[config.mk]
export PLATFORM = sky130hd
export DESIGN_NAME = msdap_out_serializer
export DESIGN_NICKNAME = d
export VERILOG_FILES = /design/src/rtl/msdap_pkg.sv /design/src/rtl/msdap_out_chan.sv /design/src/rtl/msdap_out_serializer.sv
export SDC_FILE = /design/constraint.sdc
export NUM_CORES = 1
export LEC_CHECK = 0
export CAP_MARGIN = 30
export CORE_MARGIN = 2
export CORE_UTILIZATION = 45
export DETAILED_ROUTE_END_ITERATION = 8
export HOLD_SLACK_MARGIN = 0.02
export PLACE_DENSITY = 0.67
export SYNTH_ARGS = -nofsm -noshare
export SYNTH_HDL_FRONTEND = slang
export SYNTH_SLANG_ARGS = --single-unit
[constraint.sdc]
create_clock -name sClk -period 1.92 [get_ports sClk]
set_input_delay 0.384 -clock sClk [delete_from_list [all_inputs] [get_ports sClk]]
set_output_delay 0.384 -clock sClk [all_outputs]
set_load 0.03 [all_outputs]
[src/rtl/msdap_pkg.sv]
// Shared types and constants for the MSDAP output path.
package msdap_pkg;
    localparam int MSDAP_OUT_W = 40;
    localparam int CNT_W       = 6;

    typedef logic [MSDAP_OUT_W-1:0] word_t;

    typedef enum logic [1:0] {
        IDLE  = 2'd0,
        WAIT  = 2'd1,
        SHIFT = 2'd2
    } out_state_t;
endpackage

[src/rtl/msdap_out_chan.sv]
// One output channel: hold register + valid flag, MSB-first shift register, overrun detect.
// Capture is unconditional (no backpressure); ovr_o pulses when an unconsumed word is replaced.
module msdap_out_chan
    import msdap_pkg::*;
#(
    parameter int DATA_W = MSDAP_OUT_W
) (
    input  logic              sClk,
    input  logic              reset,
    input  logic              start,
    input  logic              ready_i,
    input  logic [DATA_W-1:0] y_i,
    input  logic              load_i,
    input  logic              shift_i,
    output logic              hv_o,
    output logic              msb_o,
    output logic              ovr_o
);
    logic [DATA_W-1:0] hold_q, hold_d;
    logic [DATA_W-1:0] sh_q, sh_d;
    logic              hv_q, hv_d;

    always_comb begin
        hold_d = hold_q;
        hv_d   = hv_q;
        sh_d   = sh_q;
        if (ready_i) begin
            hold_d = y_i;
            hv_d   = 1'b1;
        end else if (load_i) begin
            hv_d   = 1'b0;
        end
        // The zero fill leaves sh_q empty once a frame ends, so the pin idles low.
        if (load_i) begin
            sh_d = hold_q;
        end else if (shift_i) begin
            sh_d = {sh_q[DATA_W-2:0], 1'b0};
        end
    end

    always_ff @(posedge sClk or negedge reset) begin
        if (!reset) begin
            hold_q <= '0;
            hv_q   <= 1'b0;
            sh_q   <= '0;
        end else if (start) begin
            hold_q <= '0;
            hv_q   <= 1'b0;
            sh_q   <= '0;
        end else begin
            hold_q <= hold_d;
            hv_q   <= hv_d;
            sh_q   <= sh_d;
        end
    end

    assign hv_o  = hv_q;
    assign msb_o = sh_q[DATA_W-1];
    assign ovr_o = ready_i & hv_q & ~load_i;
endmodule

[src/rtl/msdap_out_serializer.sv]
// Frames L/R ALU results onto serial pins; a frame starts one edge after both words are held.
// No backpressure: new words are always captured, and an unconsumed overwrite sets sticky overrun.
module msdap_out_serializer
    import msdap_pkg::*;
#(
    parameter int DATA_W = MSDAP_OUT_W
) (
    input  logic              sClk,
    input  logic              reset,
    input  logic              start,
    input  logic [DATA_W-1:0] y_L,
    input  logic              ready_L,
    input  logic [DATA_W-1:0] y_R,
    input  logic              ready_R,
    output logic              OutReady,
    output logic              OutputL,
    output logic              OutputR,
    output logic              busy,
    output logic              overrun
);
    out_state_t       state_q;
    logic [CNT_W-1:0] bit_cnt_q;
    logic             out_rdy_q;
    logic             overrun_q;

    logic hv_l, hv_r, ovr_l, ovr_r;
    logic load, shift;

    // Reload on the last bit gives back-to-back frames with no idle cycle.
    assign load  = hv_l & hv_r & ((state_q != SHIFT) | (bit_cnt_q == '0));
    assign shift = (state_q == SHIFT) & ~load;

    msdap_out_chan #(.DATA_W(DATA_W)) u_chan_l (
        .sClk    (sClk),
        .reset   (reset),
        .start   (start),
        .ready_i (ready_L),
        .y_i     (y_L),
        .load_i  (load),
        .shift_i (shift),
        .hv_o    (hv_l),
        .msb_o   (OutputL),
        .ovr_o   (ovr_l)
    );

    msdap_out_chan #(.DATA_W(DATA_W)) u_chan_r (
        .sClk    (sClk),
        .reset   (reset),
        .start   (start),
        .ready_i (ready_R),
        .y_i     (y_R),
        .load_i  (load),
        .shift_i (shift),
        .hv_o    (hv_r),
        .msb_o   (OutputR),
        .ovr_o   (ovr_r)
    );

    always_ff @(posedge sClk or negedge reset) begin
        if (!reset) begin
            state_q   <= IDLE;
            bit_cnt_q <= '0;
            out_rdy_q <= 1'b0;
            overrun_q <= 1'b0;
        end else if (start) begin
            state_q   <= IDLE;
            bit_cnt_q <= '0;
            out_rdy_q <= 1'b0;
            overrun_q <= 1'b0;
        end else begin
            overrun_q <= overrun_q | ovr_l | ovr_r;
            if (load) begin
                state_q   <= SHIFT;
                bit_cnt_q <= CNT_W'(DATA_W - 1);
                out_rdy_q <= 1'b1;
            end else if ((state_q == SHIFT) && (bit_cnt_q != '0)) begin
                bit_cnt_q <= bit_cnt_q - CNT_W'(1);
            end else begin
                // Not loading, so hv flags next cycle are simply hv | ready.
                state_q   <= (hv_l | ready_L | hv_r | ready_R) ? WAIT : IDLE;
                bit_cnt_q <= '0;
                out_rdy_q <= 1'b0;
            end
        end
    end

    assign OutReady = out_rdy_q;
    assign busy     = (state_q == SHIFT);
    assign overrun  = overrun_q;
endmodule

==> impl_metrics.py <==
metrics = {
    "power_and_ir_drop": {
        "peakVddDrop_mv": 0.686,
        "p_clk_frac": 0.401,
        "p_sw_w": 0.00207,
        "p_comb_frac": 0.121,
        "seqPwrFrac": 0.479,
        "power_density_nw_per_um2": 966,
        "leakagePower_nw": 3.97,
        "internal_power_w": 0.00651,
        "swShare": 0.241,
    },
    "run": {
        "max_cap_viol_count": 0,
    },
    "critical_path": {
        "cp-startpoint": "overrun",
        "rrSetupSlack_ns": 0.16,
        "worstSetupStartpointType": "register",
        "crit_buf_inv": 1,
        "critPathKind": "register to primary output",
        "cp_max_fo": 2,
        "cp_data_arrival_time_ns": 1.49,
        "cp_cell_sequence": "clkdlybuf4s50_1",
        "cp_top_family": "buffers and inverters",
        "crit_path_top_delay_cell": "clkdlybuf4s50_1",
        "slowest_delay_ns": 0.68,
        "r2r-start": "bit_cnt_q[0]",
        "worst_ep_required_time_ns": 1.54,
        "end_kind": "primary output",
    },
    "sta": {
        "fin_setup_tns_ns": 0,
        "period_minus_slack_ns": 1.87,
        "hold_viol": 0,
        "fmax_ghz": 0.534,
        "worst_slew_pin_slew_ns": 0.507,
        "rsz0062_at_grt": "no",
        "clock_skew_ns": 0.0108,
        "drv_slew": 0,
        "slew_headroom": 0.662,
        "fin_crit_sh": 0.975,
        "setup_viol": 0,
        "whs_ns": 0.254,
    },
    "clocking": {
        "clkLatencyLatePin_ns": 0.42,
        "cts.sinks": 171,
        "root_buffer": "clkbuf_16",
        "cts.reportedPaths.clkPinSlew_ns": 0.06,
        "cts_tree": "done",
        "cts_buffer_depth": 2,
        "cts_htree_levels": 4,
        "cts_buffers": 17,
    },
    "layout": {
        "layout.nets": 748,
        "antenna_cells": 0,
        "fin_area_um2": 8870,
        "layout-drive-gt1-share": 0.0877,
        "area_delta_synth_final_pct": 24.7,
    },
    "logic_synthesis": {
        "synth_cell_types": 30,
        "synth-simple-area-share": 0.0575,
        "synth_fa_ha_area_frac": 0.00352,
        "synth_compound_area_frac": 0.182,
        "syn-cell-area_um2": 7120,
        "avgSynthCellArea_um2": 12.1,
        "syn_nets": 676,
        "synth_top_family_by_area": "compound AO/OA/AOI/OAI gates",
        "synth-main-ff-cell": "dfrtp_1",
        "muxShareOfSynthArea": 0.113,
        "async_flop_share": 1.00,
        "synth_edf_count": 0,
        "synth_warnings": 0,
        "synth_seq_area_share": 0.601,
        "synth_seq_cells": 171,
        "netlist_instances": 589,
        "synth_xor_xnor_area_share": 0.00369,
    },
    "outcome": {
        "status": "complete, no violations",
    },
    "global_route": {
        "grt_pass1_vias": 5046,
        "grt_usage": 0.191,
        "antenna_found_initial": 0,
        "grt_max_degree": 81,
        "grt_pass1_wl_mm": 25.1,
        "overflow": 0,
    },
    "drt": {
        "vias_per_cell": 5.49,
        "firstDrtPassIters": 4,
        "drt_iter0_drc": 281,
        "totalWireLength_mm": 15.1,
        "drc": 0,
        "via_count": 4855,
        "wl_per_cell_um": 17.0,
        "detail-route-antenna-nets": 0,
    },
    "floorplanning": {
        "start_util": 0.465,
        "core_area_um2": 15300,
        "rows": 45,
        "die_y_um": 130,
        "die_area_um2": 16800,
        "ios": 90,
        "die_x_um": 130,
    },
    "placement": {
        "placed_cell_area_um2": 8260,
        "post-dp-hpwl_mm": 9.76,
        "globalplace.congestion": 0.785,
        "port_buffers": 89,
    },
    "hold_path": {
        "min_from": "start",
        "hold_path.class": "primary input to register",
    },
}
==> power groups by stage <==
stage / registers (W) / logic (W) / clock network (W)
final: 0.00410 / 0.00103 / 0.00343
after global routing: 0.00413 / 0.00115 / 0.00365
after CTS: 0.00410 / 0.00105 / 0.00349
after detailed placement: 0.00416 / 0.00105 / 0
after global placement: 0.00415 / 0.00100 / 0
after floorplan: 0.00411 / 0.000607 / 0
==> path summary, 6_finish.rpt <==
check                      cells past startpoint                  end
max reg2reg                                    6    u_chan_r.sh_q[28]
min reg2reg                                    1    u_chan_r.sh_q[38]
min in group asynchronous                      2  u_chan_r.hold_q[15]
max                                            1              overrun
min                                            2         bit_cnt_q[3]
max in group asynchronous                      3  u_chan_r.hold_q[25]
==> cell type report <==
type / count / area [um^2]
well taps: 211 / 264
inverters: 10 / 37.5
multi-input cells: 354 / 2580
flip-flops and latches: 171 / 4280
clock buffers: 19 / 453
repair buffers: 107 / 1110
clock inverters: 12 / 148
fillers: 1293 / 6440
==> repair_timing <==
action | 4_1_cts | 5_1_grt
endpoints found under the hold margin | 45 | 0
setup buffers | 0 | 0
resized for setup | 1 | 0
hold buffers | 1 | 0
setup endpoints to repair | 1 | 0
==> sequential cells by signal, indices dropped and copies added (netlist names) <==
signal,cells
u_chan_l.hold_q,40
u_chan_l.sh_q,40
u_chan_r.hold_q,40
u_chan_r.sh_q,40
bit_cnt_q,6
state_q,2
overrun,1
u_chan_l.hv_o,1
u_chan_r.hv_o,1
==> layout by cell type (no fill, tap or decap), drive strengths merged, types with 3 or more instances in the layout <==
| master | synthesis | layout |
|---|---|---|
| buf | 28 | 22 |
| clkinvlp | 0 | 5 |
| clkdlybuf4s50 | 0 | 83 |
| o22ai | 81 | 81 |
| mux2i | 80 | 80 |
| clkbuf | 26 | 19 |
| dfrtp | 171 | 171 |
| o2bb2ai | 78 | 78 |
| nor3 | 6 | 6 |
| nor2 | 83 | 83 |
| bufinv | 0 | 3 |
| inv | 10 | 10 |
| clkinv | 0 | 4 |
==> logic make-up after synthesis <==
logic type | Yosys count
compound gates | 172
mux | 80
flops | 171
xor+xnor | 3
fa+ha+maj | 2
buf+inv | 64
simple gates | 97
==> Yosys cell counts (2+ instances only) <==
cell type	instances	area, um^2
o31ai_1	2	15.0
nor2_1	83	312
xnor2_1	2	17.5
nor3_1	4	20.0
a22o_1	2	17.5
a21oi_1	2	10.0
ha_1	2	25.0
buf_2	27	135
mux2i_1	80	801
o2bb2ai_1	78	683
clkbuf_1	26	97.6
o22ai_1	81	507
nor3_4	2	32.5
inv_1	10	37.5
nand2b_1	2	12.5
nand2_1	2	7.51
dfrtp_1	171	4280
==> routing by layer <==
layer  part of all wire  track usage
met5                  0            0
met4             0.0099       0.0651
met3              0.035       0.0353
met2               0.48        0.301
met1               0.47        0.268
==> stage by stage <==
step,std cells,setup slack (ns),power (W),utilization
6_report,884,0.0484,0.00857,0.579
2_1_floorplan,589,0.254,0.00472,-
4_1_cts,884,0.0239,0.00864,0.579
5_1_grt,884,0.0142,0.00894,0.579
3_3_place_gp,852,0.256,0.00515,0.540
3_5_place_dp,852,0.176,0.00521,0.540
No activity file was read; power rests on OpenSTA's default activity.
